## src/rtl/seg7_scan.sv

```systemverilog
// -----------------------------------------------------------------------------
// seg7_scan
// Time-multiplexed seven-segment display driver. Lights one digit at a time
// for SCAN_DIV clock cycles each, scanning digit 0 up to digit NDIGITS-1.
// All digit data is captured into shadow registers once per frame. A change in
// the counters upstream therefore never shows up halfway through a frame.
// Provides leading-zero blanking, per-digit blinking and decimal points.
//
// Ports:
//   clk          system clock
//   rst_n        asynchronous active-low reset
//   digits       BCD digit values, digit k = digits[4k+3:4k], digit 0 = LSD
//   dp_mask      decimal point request per digit
//   blink_mask   digit k blanks (segments and dp) while blink_phase=1
//   blink_phase  blink square wave from the timer logic
//   blank_lz     enable leading-zero blanking
//   seg          segments {g,f,e,d,c,b,a}, polarity per SEG_ACTIVE_LOW
//   dp           decimal point, polarity per SEG_ACTIVE_LOW
//   an           digit enables, one-hot when active, polarity per AN_ACTIVE_LOW
//   frame_start  one-cycle pulse when a new frame (digit 0) begins
// -----------------------------------------------------------------------------
module seg7_scan #(
   parameter int NDIGITS        = 4,
   parameter int SCAN_DIV       = 50000,
   parameter bit SEG_ACTIVE_LOW = 1'b1,
   parameter bit AN_ACTIVE_LOW  = 1'b1
) (
   input  logic                   clk,
   input  logic                   rst_n,
   input  logic [4*NDIGITS-1:0]   digits,
   input  logic [NDIGITS-1:0]     dp_mask,
   input  logic [NDIGITS-1:0]     blink_mask,
   input  logic                   blink_phase,
   input  logic                   blank_lz,
   output logic [6:0]             seg,
   output logic                   dp,
   output logic [NDIGITS-1:0]     an,
   output logic                   frame_start
);

   localparam int PW = (SCAN_DIV > 1) ? $clog2(SCAN_DIV) : 1;
   localparam int IW = (NDIGITS > 1) ? $clog2(NDIGITS) : 1;

   localparam logic [PW-1:0]      PRE_MAX = PW'(SCAN_DIV - 1);
   localparam logic [IW-1:0]      IDX_MAX = IW'(NDIGITS - 1);

   // Output levels that leave every segment and digit dark.
   localparam logic [6:0]         SEG_OFF = {7{SEG_ACTIVE_LOW}};
   localparam logic               DP_OFF  = SEG_ACTIVE_LOW;
   localparam logic [NDIGITS-1:0] AN_OFF  = {NDIGITS{AN_ACTIVE_LOW}};

   // Scan timing
   logic [PW-1:0]         pre_q, pre_d;
   logic [IW-1:0]         idx_q, idx_d;
   logic                  tick;
   logic                  frame_edge;

   // Frame snapshot
   logic                  valid_q;
   logic [4*NDIGITS-1:0]  sh_digits_q;
   logic [NDIGITS-1:0]    sh_dp_q;
   logic [NDIGITS-1:0]    sh_blink_q;
   logic                  sh_phase_q;
   logic                  sh_blz_q;

   // Registered outputs
   logic [6:0]            seg_q, seg_d;
   logic                  dp_q, dp_d;
   logic [NDIGITS-1:0]    an_q, an_d;
   logic                  fs_q;

   // Current-digit selection
   logic [3:0]            cur_val;
   logic                  cur_dp;
   logic                  cur_blink;
   logic                  cur_lz;
   logic [NDIGITS-1:0]    an_sel;
   logic                  zero_run;
   logic                  blink_now;
   logic [6:0]            seg_log;
   logic                  dp_log;

   function automatic logic [6:0] bcd_to_seg(input logic [3:0] v);
      case (v)
         4'd0:    return 7'h3F;
         4'd1:    return 7'h06;
         4'd2:    return 7'h5B;
         4'd3:    return 7'h4F;
         4'd4:    return 7'h66;
         4'd5:    return 7'h6D;
         4'd6:    return 7'h7D;
         4'd7:    return 7'h07;
         4'd8:    return 7'h7F;
         4'd9:    return 7'h6F;
         default: return 7'h00;   // 10..15 are not BCD: show blank
      endcase
   endfunction

   assign tick       = (pre_q == PRE_MAX);
   assign frame_edge = tick && (idx_q == IDX_MAX);

   always_comb begin
      pre_d = tick ? '0 : pre_q + 1'b1;
      idx_d = idx_q;
      if (tick) begin
         idx_d = (idx_q == IDX_MAX) ? '0 : idx_q + 1'b1;
      end
   end

   // Walk from the most significant digit down. zero_run stays high while
   // every digit seen so far (this one included) is zero, which is exactly
   // the leading-zero condition for the digit under the cursor.
   always_comb begin
      cur_val   = '0;
      cur_dp    = 1'b0;
      cur_blink = 1'b0;
      cur_lz    = 1'b0;
      an_sel    = '0;
      zero_run  = 1'b1;
      for (int k = NDIGITS - 1; k >= 0; k--) begin
         zero_run = zero_run & (sh_digits_q[4*k +: 4] == 4'd0);
         if (idx_q == IW'(k)) begin
            cur_val   = sh_digits_q[4*k +: 4];
            cur_dp    = sh_dp_q[k];
            cur_blink = sh_blink_q[k];
            cur_lz    = zero_run && (k != 0);
            an_sel[k] = 1'b1;
         end
      end
   end

   // Logical (active-high) levels first, polarity applied last. The anode
   // stays on for blanked digits so the scan duty cycle never changes.
   always_comb begin
      blink_now = cur_blink & sh_phase_q;
      seg_log   = (blink_now || (cur_lz && sh_blz_q)) ? 7'h00 : bcd_to_seg(cur_val);
      dp_log    = cur_dp & ~blink_now;
      if (valid_q) begin
         seg_d = SEG_ACTIVE_LOW ? ~seg_log : seg_log;
         dp_d  = SEG_ACTIVE_LOW ? ~dp_log  : dp_log;
         an_d  = AN_ACTIVE_LOW  ? ~an_sel  : an_sel;
      end else begin
         seg_d = SEG_OFF;
         dp_d  = DP_OFF;
         an_d  = AN_OFF;
      end
   end

   always_ff @(posedge clk or negedge rst_n) begin
      if (!rst_n) begin
         pre_q       <= '0;
         idx_q       <= IDX_MAX;
         valid_q     <= 1'b0;
         sh_digits_q <= '0;
         sh_dp_q     <= '0;
         sh_blink_q  <= '0;
         sh_phase_q  <= 1'b0;
         sh_blz_q    <= 1'b0;
         seg_q       <= SEG_OFF;
         dp_q        <= DP_OFF;
         an_q        <= AN_OFF;
         fs_q        <= 1'b0;
      end else begin
         pre_q <= pre_d;
         idx_q <= idx_d;
         fs_q  <= frame_edge;
         if (frame_edge) begin
            sh_digits_q <= digits;
            sh_dp_q     <= dp_mask;
            sh_blink_q  <= blink_mask;
            sh_phase_q  <= blink_phase;
            sh_blz_q    <= blank_lz;
            valid_q     <= 1'b1;
         end
         seg_q <= seg_d;
         dp_q  <= dp_d;
         an_q  <= an_d;
      end
   end

   assign seg         = seg_q;
   assign dp          = dp_q;
   assign an          = an_q;
   assign frame_start = fs_q;

endmodule

```

## config.mk

```make
export PLATFORM = sky130hd
export DESIGN_NAME = seg7_scan
export DESIGN_NICKNAME = d
export VERILOG_FILES = /design/src/rtl/seg7_scan.sv
export SDC_FILE = /design/constraint.sdc
export NUM_CORES = 1
export LEC_CHECK = 0
export BUFFER_PORTS_ARGS = -buffer_cell sky130_fd_sc_hd__clkbuf_2
export CORE_ASPECT_RATIO = 0.5
export CORE_UTILIZATION = 29
export DETAILED_ROUTE_END_ITERATION = 10
export PLACE_DENSITY = 0.51
export SLEW_MARGIN = 20
export SYNTH_ARGS = -nofsm -noshare
export SYNTH_HDL_FRONTEND = slang
export SYNTH_SLANG_ARGS = --single-unit
```

## constraint.sdc

```tcl
create_clock -name clk -period 3.47 [get_ports clk]
set_input_delay 0.694 -clock clk [delete_from_list [all_inputs] [get_ports clk]]
set_output_delay 0.694 -clock clk [all_outputs]
set_load 0.02 [all_outputs]
```

==> results.sh, run 1 <==
export IMPL_outcome="finished clean"
export IMPL_ant_nets=0
export IMPL_synth_compound_area_frac=0.0902
export IMPL_switching_power_uw=346
export IMPL_grt_met3_usage=0.0469
export IMPL_num_rows=25
export IMPL_dieArea_mm2=0.0102
export IMPL_swShare=0.201
export IMPL_fin_cells=414
export IMPL_startpoint_type="flip-flop"
export IMPL_min_period_ps=2630
export IMPL_n_antenna_cell=0
export IMPL_global_route_peak_usage_layer="met2"
export IMPL_synthArstFlopShare=1.00
export IMPL_place_inst=398
export IMPL_grt_max_degree=29
export IMPL_cts_sinks=58
export IMPL_gp_congestion=0.784
export IMPL_drt_wirelength_per_cell_um=13.4
export IMPL_synth_area_mux_share=0.127
export IMPL_initial_core_util=0.300
export IMPL_hold_class="in -> async"
export IMPL_hold_violations=0
export IMPL_cpMaxStageDelayCell="dfstp_2"
export IMPL_slew_headroom=0.565
export IMPL_post_route_drc_count=0
export IMPL_grt_pass1_wl_um=9230
export IMPL_rsz0062_at_grt="no"
export IMPL_post_cts_repair_setup_buffers=0
export IMPL_grtUsageMet2=0.181
export IMPL_ys_types=52
export IMPL_netlist_area_mm2=0.00284
export IMPL_maxCapViolations=0
export IMPL_max_stage_delay_ps=550
export IMPL_p_per_area_mw_per_mm2=496
export IMPL_crit_chain="inv_1, ha_1, nor2b_1, a22oi_1, a221oi_2, inv_1, ha_1, o21ai_0, o21ai_0, nand2_1"
export IMPL_pin_count=41
export IMPL_post_route_period_util=0.757
export IMPL_synth_adder_area_share=0.0440
export IMPL_worst_path_buf_inv=2
export IMPL_worstMarginPinSlew_ps=653
export IMPL_fill_cells=943
export IMPL_synth_edf_count=0
export IMPL_crit_type="reg -> reg"
export IMPL_max_freq_ghz=0.381
export IMPL_setup_ws_ps=842
export IMPL_antenna_found_initial=0
export IMPL_core_area_mm2=0.00948
export IMPL_cp_num_cells=10
export IMPL_htreeDepth=3
export IMPL_maxSlewViolCount=0
export IMPL_worst_endpoint_required_ps=3740
export IMPL_pre_cts_ws_ps=914
export IMPL_viasPerCell=4.44
export IMPL_path_clk_slew_ps=50
export IMPL_end_kind="flip-flop"
export IMPL_syn_nets=267
export IMPL_grt_overflow=0
export IMPL_tns_ps=0
export IMPL_area_delta_synth_final_pct=22.1
export IMPL_synth_seq_cells=58
export IMPL_leakage_nw=1.59
export IMPL_irDropWorstVdd_uv=166
export IMPL_avgSynthCellArea_um2=12.4
export IMPL_cp_arrival_ps=2890
export IMPL_yosysWarnings=0
export IMPL_rrSetupSlack_ps=840
export IMPL_r2r_cells=10
export IMPL_rr_endpoint="seg[1]$_DFF_PN1_"
export IMPL_cts_path_max_buffers=2
export IMPL_ys_seq_area_frac=0.517
export IMPL_use_met1=0.154
export IMPL_synth_xor_area_frac=0.0431
export IMPL_multi_input_area_mm2=0.00127
export IMPL_fin_nets=312
export IMPL_seqCellArea_mm2=0.00147
export IMPL_hold_buffers=0
export IMPL_cts_root_buf="clkbuf_16"
export IMPL_worstSkewPairLatency_ps=330
export IMPL_crit_end="seg[1]$_DFF_PN1_"
export IMPL_combPwrFrac=0.042
export IMPL_syn_inst=229
export IMPL_internal_power_mw=1.38
export IMPL_r2r_start="idx_q[0]$_DFFE_PN1N_"
export IMPL_vias=1837
export IMPL_firstDrtPassIters=4
export IMPL_cp_top_family="compound AO/OA/AOI/OAI gates"
export IMPL_grt_pass1_vias=1831
export IMPL_cp_max_fo=13
export IMPL_startpoint="idx_q[0]$_DFFE_PN1N_"
export IMPL_skew_ps=7.71
export IMPL_synth_top_family_by_area="simple AND/OR/NAND/NOR gates"
export IMPL_gr_usage_all_layers=0.120
export IMPL_numPortBuffers=40
export IMPL_hpwl_um=4010
export IMPL_pwr_share_seq=0.410
export IMPL_cts_tree="yes"
export IMPL_dieWidth_um=142
export IMPL_synth_main_ff_cell="dfrtp_1"
export IMPL_die_h_um=72.0
export IMPL_setup_violations=0
export IMPL_synth_simple_area_share=0.142
export IMPL_final_layout_size_suffix_gt1_frac=0.384
export IMPL_wl_um=5530
export IMPL_cts_inserted_buffers=9
export IMPL_ctsResizeCount=0
export IMPL_drtIter0Drc=80
export IMPL_clockPowerShare=0.547
[power groups by stage]
stage	Sequential, mW	Clock [mW]	Combinational (mW)
after floorplan	0.711	0	0.0380
after CTS	0.707	0.962	0.0751
after global placement	0.718	0	0.0720
final	0.707	0.943	0.0730
after global routing	0.708	0.998	0.0820
after detailed placement	0.718	0	0.0743
[state kept, by name (all words and copies together), names as in the netlist, 2 cells and up]
name and count:
sh_dp_q 4, pre_q 16, sh_digits_q 16, sh_blink_q 4
seg 7, an 4, idx_q 2
[cells by family after synthesis]
logic type               Yosys count
buffers and inverters             16
flip-flops                        58
adder cells (fa/ha/maj)           10
AND/OR/NAND/NOR                   70
AO/OA/AOI/OAI                     35
XOR/XNOR                          14
multiplexers                      26
[routing by layer]
metal / vias up / wire [µm] / share of wire
met4: 0 / 85 / 0.015
met1: 899 / 2680 / 0.49
met3: 7 / 209 / 0.038
met2: 31 / 2550 / 0.46
met5: - / 0 / 0
li1: 900 / - / -
[through the flow]
| step | cell area (µm²) | power [mW] | util | hold WS [ps] |
|---|---|---|---|---|
| after floorplan | 2840 | 0.749 | - | 398 |
| after global placement | 3150 | 0.790 | 0.332 | 464 |
| after detailed placement | 3150 | 0.792 | 0.332 | 479 |
| after CTS | 3470 | 1.74 | 0.366 | 405 |
| after global routing | 3470 | 1.79 | 0.366 | 436 |
| final | 3470 | 1.72 | 0.366 | 387 |
[synthesized netlist by cell type (4+ instances only)]
| master | number | share of area |
|---|---|---|
| nor2b_1 | 4 | 0.0088 |
| o21ai_0 | 7 | 0.012 |
| nand3_1 | 5 | 0.0088 |
| xnor2_1 | 6 | 0.018 |
| o21ai_1 | 5 | 0.0088 |
| dfstp_2 | 14 | 0.13 |
| mux2_4 | 18 | 0.095 |
| inv_1 | 8 | 0.011 |
| xor2_1 | 8 | 0.025 |
| nor2_1 | 14 | 0.018 |
| dfrtp_1 | 44 | 0.39 |
| nor3_1 | 5 | 0.0088 |
| nand2_1 | 15 | 0.020 |
| mux2_2 | 8 | 0.032 |
| ha_1 | 10 | 0.044 |
[how the worst min path moves through the flow]
stage / end / cells after the start
2_1_floorplan: frame_start$_DFF_PN0_ / 0
3_3_place_gp: pre_q[0]$_DFF_PN0_ / 1
3_5_place_dp: pre_q[0]$_DFF_PN0_ / 1
4_1_cts: sh_dp_q[0]$_DFFE_PN0P_ / 1
5_1_grt: sh_dp_q[0]$_DFFE_PN0P_ / 1
6_report: sh_dp_q[0]$_DFFE_PN0P_ / 1
[worst reg2reg max path: cells and delay by family (launching register included)]
kind,cells,cell delay (ps)
AOI/OAI and AO/OA,4,790
adders and majority gates,2,660
DFF,1,550
buffers and inverters,2,220
and+or+nand+nor,2,360
[cell type report]
cell class,instances,area share
clock inverters,5,0.0224
flip-flops and latches,58,0.423
multi-input cells,155,0.365
clock buffers,11,0.0699
inverters,8,0.00865
repair buffers,42,0.0620
well taps,135,0.0487
[placed cells by master (no fill, tap or decap), types with 4 or more instances in the layout]
cell type  count
nor3_1         5
mux2_4        18
xnor2_1        6
nand2_1       15
mux2_2         8
xor2_1         8
dfrtp_1       44
clkbuf_16      9
o21ai_0        7
nor2b_1        4
nand3_1        5
nor2_1        14
o21ai_1        5
clkbuf_2      40
ha_1          10
dfstp_2       14
inv_1          8
Note: power is estimated with default switching activity, not from simulation.
==> inputs of run 2 (changes only) <==
clock period = 2.5 ns   (was 3.47 ns; I/O delays follow)
==> run 2 against run 1 <==
Effect of this change: sequential power increased by 39%; global-route usage increased by 0.25 points; core utilization increased by 0.78 points; routed wire length increased by 4.2%; combinational power increased by 47%; critical path type unchanged.
==> results.sh, run 2 (same netlist as run 1, synthesis figures left out) <==
export IMPL_outcome="finished clean"
export IMPL_cts_inserted_buffers=9
export IMPL_grt_overflow=0
export IMPL_viasPerCell=4.43
export IMPL_area_delta_synth_final_pct=24.7
export IMPL_gp_congestion=0.847
export IMPL_setup_violations=0
export IMPL_n_antenna_cell=0
export IMPL_leakage_nw=1.62
export IMPL_worstSkewPairLatency_ps=320
export IMPL_max_freq_ghz=0.433
export IMPL_htreeDepth=3
export IMPL_grtUsageMet2=0.198
export IMPL_numPortBuffers=40
export IMPL_pin_count=41
export IMPL_cp_arrival_ps=2530
export IMPL_global_route_peak_usage_layer="met2"
export IMPL_cp_max_fo=6
export IMPL_final_cell_mix="dfrtp_1, clkbuf_2, mux2_4"
export IMPL_p_total_mw=2.39
export IMPL_gr_usage_all_layers=0.123
export IMPL_startpoint_type="flip-flop"
export IMPL_maxSlewViolCount=0
export IMPL_path_clk_slew_ps=50
export IMPL_die_h_um=72.0
export IMPL_core_area_mm2=0.00948
export IMPL_grt_pass1_vias=1897
export IMPL_vias=1866
export IMPL_hold_violations=0
export IMPL_hold_buffers=0
export IMPL_tns_ps=0
export IMPL_drtIter0Drc=106
export IMPL_cts_root_buf="clkbuf_16"
export IMPL_use_met1=0.154
export IMPL_num_rows=25
export IMPL_cts_path_max_buffers=2
export IMPL_post_route_drc_count=0
export IMPL_worst_endpoint_required_ps=2730
export IMPL_post_route_period_util=0.923
export IMPL_dieWidth_um=142
export IMPL_irDropWorstVdd_uv=362
export IMPL_skew_ps=6.41
export IMPL_end_kind="flip-flop"
export IMPL_drt_wirelength_per_cell_um=13.7
export IMPL_antenna_found_initial=0
export IMPL_min_period_ps=2310
export IMPL_wl_um=5760
export IMPL_cts_sinks=58
export IMPL_cts_tree="yes"
export IMPL_final_layout_size_suffix_gt1_frac=0.413
export IMPL_crit_type="reg -> reg"
export IMPL_fin_nets=319
export IMPL_p_per_area_mw_per_mm2=675
export IMPL_maxCapViolations=0
export IMPL_slew_headroom=0.516
export IMPL_initial_core_util=0.300
export IMPL_layout_commonest_cell="dfrtp_1"
export IMPL_rsz0062_at_grt="no"
export IMPL_firstDrtPassIters=4
export IMPL_dieArea_mm2=0.0102
export IMPL_utilization=0.374
export IMPL_hold_class="in -> async"
export IMPL_worstMarginPinSlew_ps=726
export IMPL_hpwl_um=4080
export IMPL_grt_max_degree=59
export IMPL_ant_nets=0
export IMPL_grt_met3_usage=0.0330
export IMPL_grt_pass1_wl_um=9540
## run 2: cell types whose count changed in the layout (fill, tap and decap cells not counted), sizes merged
cell	previous run	this run
buf	2	9
## run 2: report_power, final
group	switching [mW]	internal, mW	total [mW]
Combinational	0.0494	0.0572	0.107
Sequential	0.0181	0.963	0.981
Clock	0.411	0.894	1.31
## run 2: area by class of cell
| class | instances | area (µm²) |
|---|---|---|
| Tap cell | 135 | 169 |
| Inverter | 8 | 30.0 |
| Fill cell | 911 | 5930 |
| Clock buffer | 11 | 243 |
| Sequential cell | 58 | 1470 |
| Timing Repair Buffer | 49 | 268 |
| Clock inverter | 5 | 77.6 |
| Multi-Input combinational cell | 155 | 1290 |
## run 2: worst paths after layout
kind                                 startpoint                          end  slack (ps)  depth (start not counted)
min in group clk                     digits[11]  sh_digits_q[11]$_DFFE_PN0P_         410                          2
setup reg to reg           idx_q[0]$_DFFE_PN1N_             seg[3]$_DFF_PN1_         190                          9
max in group asynchronous                 rst_n  sh_digits_q[12]$_DFFE_PN0P_        1700                          2
hold reg to reg              pre_q[0]$_DFF_PN0_           pre_q[0]$_DFF_PN0_         480                          1
setup / recovery           idx_q[0]$_DFFE_PN1N_             seg[3]$_DFF_PN1_         190                          9
hold / removal                            rst_n       sh_dp_q[0]$_DFFE_PN0P_         310                          2
## run 2: metrics by stage
stage / std cells / instance area, µm² / hold slack [ps] / setup WS, ps
after CTS: 418 / 3500 / 348 / 40.2
after floorplan: 229 / 2840 / 204 / 181
after global routing: 421 / 3540 / 387 / 13.7
final: 421 / 3540 / 310 / 193
after detailed placement: 402 / 3180 / 475 / 48.6
after global placement: 402 / 3180 / 464 / 215
## run 2: timing repair
action	CTS	global route
buffers inserted	0	3
resized for setup	0	5
setup endpoints to repair	0	4
## run 2: routing by layer
layer,up-vias,part of all wire,routed length (µm)
met3,9,0.032,184
met5,-,0,0
met1,919,0.49,2800
met4,0,0.019,108
met2,25,0.46,2670
li1,913,-,-
## run 2: critical path, cell delays in order (launching register included)
cell	delay, ps
dfstp_2	560
inv_1	80
ha_1	290
nand3b_1	240
a31oi_4	270
inv_1	120
ha_1	200
a21boi_1	140
a21boi_0	230
o21ai_1	90
